$ cat src/rtl/seq_control.sv
// Instruction sequencer for a tiny byte-wide CPU: fetch, decode, and one-operand
// execute phases, with halt/resume, illegal-opcode flagging and a retired-instruction counter.
module seq_control #(
  parameter int DataWidth  = 8,
  parameter int SelectSize = 2
) (
  input  logic                  Clk,
  input  logic                  Reset,
  input  logic [DataWidth-1:0]  IR,
  input  logic                  Resume,
  output logic                  PC_Ld,
  output logic                  PC_Inc,
  output logic                  IR_Ld,
  output logic                  DR_Ld,
  output logic                  MEM_En,
  output logic                  MEM_RW,
  output logic [SelectSize-1:0] ADDR_Src,
  output logic                  Halted,
  output logic                  Illegal,
  output logic [2:0]            State,
  output logic [DataWidth-1:0]  InstrCount
);

  typedef enum logic [2:0] {
    IDLE   = 3'd0,
    FETCH1 = 3'd1,
    FETCH2 = 3'd2,
    DECODE = 3'd3,
    OPER1  = 3'd4,
    OPER2  = 3'd5,
    HALT   = 3'd6
  } state_t;

  localparam logic [3:0] OP_NOP = 4'h0;
  localparam logic [3:0] OP_LDI = 4'h1;
  localparam logic [3:0] OP_JMP = 4'h2;
  localparam logic [3:0] OP_HLT = 4'h3;

  state_t     state;
  state_t     next_state;
  logic [3:0] opcode;
  logic       retire;
  logic       ir_unused;

  assign opcode    = IR[7:4];
  // Only the opcode nibble steers sequencing; the remaining IR bits are operand payload.
  assign ir_unused = ^(IR & ~DataWidth'(8'hF0));
  assign State     = state;

  always_ff @(posedge Clk or negedge Reset) begin
    if (!Reset) state <= IDLE;
    else        state <= next_state;
  end

  always_ff @(posedge Clk or negedge Reset) begin
    if (!Reset)      InstrCount <= '0;
    else if (retire) InstrCount <= InstrCount + DataWidth'(1);
  end

  always_comb begin
    next_state = IDLE;
    PC_Ld      = 1'b1;
    PC_Inc     = 1'b1;
    IR_Ld      = 1'b1;
    DR_Ld      = 1'b1;
    MEM_En     = 1'b1;
    MEM_RW     = 1'b1;
    ADDR_Src   = '0;
    Halted     = 1'b0;
    Illegal    = 1'b0;
    retire     = 1'b0;
    case (state)
      IDLE: next_state = FETCH1;
      FETCH1: begin
        MEM_En     = 1'b0;
        next_state = FETCH2;
      end
      FETCH2: begin
        MEM_En     = 1'b0;
        IR_Ld      = 1'b0;
        PC_Inc     = 1'b0;
        next_state = DECODE;
      end
      DECODE: begin
        case (opcode)
          OP_NOP: begin
            retire     = 1'b1;
            next_state = FETCH1;
          end
          OP_HLT: begin
            retire     = 1'b1;
            next_state = HALT;
          end
          OP_LDI, OP_JMP: next_state = OPER1;
          default: begin
            Illegal    = 1'b1;
            next_state = FETCH1;
          end
        endcase
      end
      OPER1: begin
        MEM_En     = 1'b0;
        next_state = OPER2;
      end
      OPER2: begin
        MEM_En     = 1'b0;
        retire     = 1'b1;
        next_state = FETCH1;
        // A jump replaces the PC outright, so it must not also increment it.
        if (opcode == OP_JMP) begin
          PC_Ld = 1'b0;
        end else begin
          DR_Ld  = 1'b0;
          PC_Inc = 1'b0;
        end
      end
      HALT: begin
        Halted     = 1'b1;
        next_state = Resume ? FETCH1 : HALT;
      end
      default: next_state = IDLE;
    endcase
  end

endmodule
$ cat config.mk
export PLATFORM = sky130hd
export DESIGN_NAME = seq_control
export DESIGN_NICKNAME = d
export VERILOG_FILES = /design/src/rtl/seq_control.sv
export SDC_FILE = /design/constraint.sdc
export NUM_CORES = 1
export LEC_CHECK = 0
export CORE_AREA = 2 2 45 47
export DETAILED_ROUTE_END_ITERATION = 16
export DIE_AREA = 0 0 47 49
export GPL_TIMING_DRIVEN = 0
export PLACE_DENSITY = 0.79
export SETUP_SLACK_MARGIN = 0.4
export SYNTH_ARGS = -nofsm -noshare
export SYNTH_HDL_FRONTEND = slang
export SYNTH_SLANG_ARGS = --single-unit
export TNS_END_PERCENT = 100
$ cat constraint.sdc
create_clock -name Clk -period 1.9 [get_ports Clk]
set_clock_uncertainty 0.05 [all_clocks]
set_input_delay 0.38 -clock Clk [delete_from_list [all_inputs] [get_ports Clk]]
set_output_delay 0.38 -clock Clk [all_outputs]
set_load 0.1 [all_outputs]
### After elaboration in Yosys (flattened, before gate mapping)

Index checks and enable logic that the tools add are counted.

* add/sub/neg operators: 1
* eq/ne operators: 9
* multiplexer cells: 15
* reduce and logical (&&, ||, !) cells: 7

Operators with widths (number)
* 3-bit case mux with 6 select lines: 1
* 1-bit 2-to-1 mux: 10
* 3-bit == test (second input constant): 3
* 8-bit by 1-bit adder with 8-bit output (second input constant): 1
* 4-bit by 2-bit == test with 1-bit output (second input constant): 2
* 4-bit OR reduction: 2
* 3-bit by 2-bit == test with 1-bit output (second input constant): 2
* 3-bit case mux with 2 select lines: 1
* 2-bit OR reduction: 3
* 4-bit by 1-bit == test with 1-bit output (second input constant): 1
* 4-bit logical NOT: 1
* 1-bit case mux with 2 select lines: 2
* 3-bit by 1-bit == test with 1-bit output (second input constant): 1
* 3-bit logical NOT: 1
* 3-bit 2-to-1 mux: 1

* flip-flop bits (word level): 11
* bits of input ports: 11
* logic and storage cells: 34

### Depth between registers and ports, before layout

* depth in word-level cells: 4
* gate-level depth with buffers: 5
* mapped depth without buffers: 4

### Worst setup path before layout

Ideal clock, no wire load.

* path type: reg-to-output
* from: reg state[1] (netlist: State[1])
* to: out PC_Inc
* arrival: 2.904 ns
* data required time: 1.470 ns
* path slack: -1.434 ns
* stages on the path, launching flop included: 4
* path buffers: 0
* cell sequence: dfrtp_1 and2b_4 nand3b_1 and2_1

* longest elaborated chain between the ends: 2
* elaborated cells on any way between the ends: 3
* those cells by class: eq/ne (2); mux (1)

RTL lines
* from (decl): line 39 `state_t state;`
* from (signal assigned): line 52 `else state <= next_state;`
* 3-bit == test or 3-bit by 2-bit == test with 1-bit output (tied branches): line 72 `case (state)`
* 1-bit case mux with 2 select lines (*): line 72
* to (decl): line 12 `output logic PC_Inc,`

Mark *: on every way between the ends. The rest lies on a longest branch, timed or not.

### Final worst setup path

Ends and elaborated chain as after synthesis.

==> results.cfg <==
[yosys]
yosys_warnings = 0
synth_compound_area_share_pct = 10.9
synthArstFlopShare_pct = 100
synth.distinct_cells = 30
synth_common_cells = 11 x dfrtp_1, 9 x xnor2_1, 5 x nor2_1
synthTopCellsByArea = dfrtp_1 42%, xnor2_1 12%, and3_1 3.8%
synth_top_area_share_pct = 41.5
synth_most_common_cell = dfrtp_1
synthAdderAreaFrac_pct = 1.89
syn_inst = 67
ys_seq_area_share_pct = 41.5
synth_edf_count = 0
avgSynthCellArea_um2 = 9.90
synth_top_family_by_area = simple AND/OR/NAND/NOR gates
yosys.area_share.simple_pct = 24.5
synth_mux_area_share_pct = 2.26
synthFlopType = dfrtp_1
synth-xor-area-share_pct = 11.9
syn-cell-area_um2 = 663
ys_seq_elements = 11
synth_area_leader_cell = dfrtp_1

[flow_run]
cap_violations = 0

[setup_path]
critPathCaptureType = output port
path_cells = and2b_4, nand3b_1, and2_4, buf_12
path_max_fanout = 6
crit_type = flop to output port
cpPeakStageDelay_ns = 0.51
worstSetupStartpoint = State[1]
rr_startpoint = State[1]
worstPathArrival_ns = 1.49
cp.required_ns = 1.47
cpMaxStageDelayCell = dfrtp_4
cp-start-kind = flop

[global_route]
overflow = 0
grt_pass1_vias = 690
grt_pass1_wl_um = 3200
grt_start_max_net_pins = 12
antenna_found_initial = 0
track_usage_pct = 19.6

[floorplanning]
die-width_um = 47
die_area_um2 = 2300
initial_utilization_pct = 36.0
fp.coreArea_um2 = 1840
ioPinCount = 32
dieHeight_um = 49
num_rows = 16

[route]
viasPerCell = 4.78
drc = 0
drt_pass1_iterations = 4
vias = 669
post_drt_wl_per_cell_um = 13.7
final_antenna_net_count = 0
wirelength_um = 1910
first_iter_violations = 9

[timing]
finalCritPeriodShare_pct = 101
relSlewSlack_pct = 66.0
clock.fmax_ghz = 0.521
fin_ws_ns = -0.0212
finalCriticalPeriod_ns = 1.92
holdWs_ns = 0.393
finalHoldViolCount = 0
rsz0062_at_grt = true
slew_violations = 0
worst_pin_slew_ns = 0.509
final-setup-viol-count = 4

[finish]
nFillCells = 145
antennaDiodeCount = 0
drive_gt1_share_pct = 61.1
syn_to_final_growth_pct = 99.8
nNetsFinal = 126

[outcome]
violations = negative setup slack
status = complete, but fails checks

[hold_path]
hp-class = input port to async pin

[clock_tree]
htreeDepth = 1
clock-sinks = 11
clkSlewWorstSetupHoldPaths_ns = 0.07
hold_buffers = 0
cts-root-buf = clkbuf_4
clockBufferDepth = 2
cts_buffers = 3
cts_tree = built
insertion_delay_ns = 0.27

[placement]
port_buffers = 24
place_congestion = 0.759
place_ws_ns = -1.32
dpl.hpwl_um = 1080
[per-layer routing]
metal / track usage [%] / up-vias / share of wire [%]
met2: 30.1 / 27 / 53
met5: 0 / - / 0
met1: 25.6 / 323 / 40
met4: 6.02 / 0 / 1.9
met3: 6.30 / 4 / 4.9
li1: - / 315 / -
[cell type report]
type | instances | area (um^2) | share of cell area (%)
inverters | 2 | 7.51 | 0.567
multi-input cells | 50 | 454 | 34.3
clock buffers | 4 | 26.3 | 1.98
flip-flops and latches | 11 | 293 | 22.1
well taps | 27 | 33.8 | 2.55
plain buffers | 5 | 72.6 | 5.48
repair buffers | 41 | 438 | 33.1
[layout by cell type, fill, tap and decap left out, types with 4 or more instances in the layout]
master / count
dfrtp_2: 5
buf_12: 8
xnor2_1: 7
buf_6: 5
buf_4: 24
and3_1: 4
clkbuf_4: 4
[per-stage QoR]
stage,instance area [um^2],instances,setup TNS [ns],utilization (%)
after floorplan,754,68,-1.46,-
after global placement,1030,119,-6.24,55.8
after detailed placement,1030,119,-6.58,55.8
after CTS,1270,135,-0.100,69.1
after global routing,1330,140,-0.266,71.9
final,1330,140,-0.0605,71.9
[logic make-up after synthesis]
group,count (synthesis)
buf+inv,7
simple gates,27
xor+xnor,9
mux,1
flops,11
other cells,2
compound gates,9
fa+ha+maj,1
[flip-flops by register name, summed over array words and instances (netlist names)]
| register | count |
|---|---|
| InstrCount | 8 |
| State | 3 |
[repair_timing]
| item | 4_1_cts | 5_1_grt |
|---|---|---|
| endpoints found under the setup margin | 26 | 17 |
| resized for setup | 150 | 3 |
| buffers inserted | 12 | 5 |
| pin swaps | 10 | 8 |
[final timing paths]
path / to / slack [ns] / cells past startpoint
max in group asynchronous: State[2] / 1.02 / 1
worst min register to register: InstrCount[7] / 0.42 / 1
worst max register to register: InstrCount[1] / 0.10 / 7
worst max-delay path: PC_Inc / -0.02 / 4
worst min-delay path: InstrCount[7] / 0.39 / 1
min in group Clk: InstrCount[7] / 0.42 / 1
[critical path: cells and delay by family (launching register included)]
kind / cells / cell delay, ns
buffers and inverters: 1 / 0.16
DFF: 1 / 0.51
and+or+nand+nor: 3 / 0.56
Power is not shown: default switching activity piles up to over one toggle a cycle in this logic, so the estimate is an artifact.
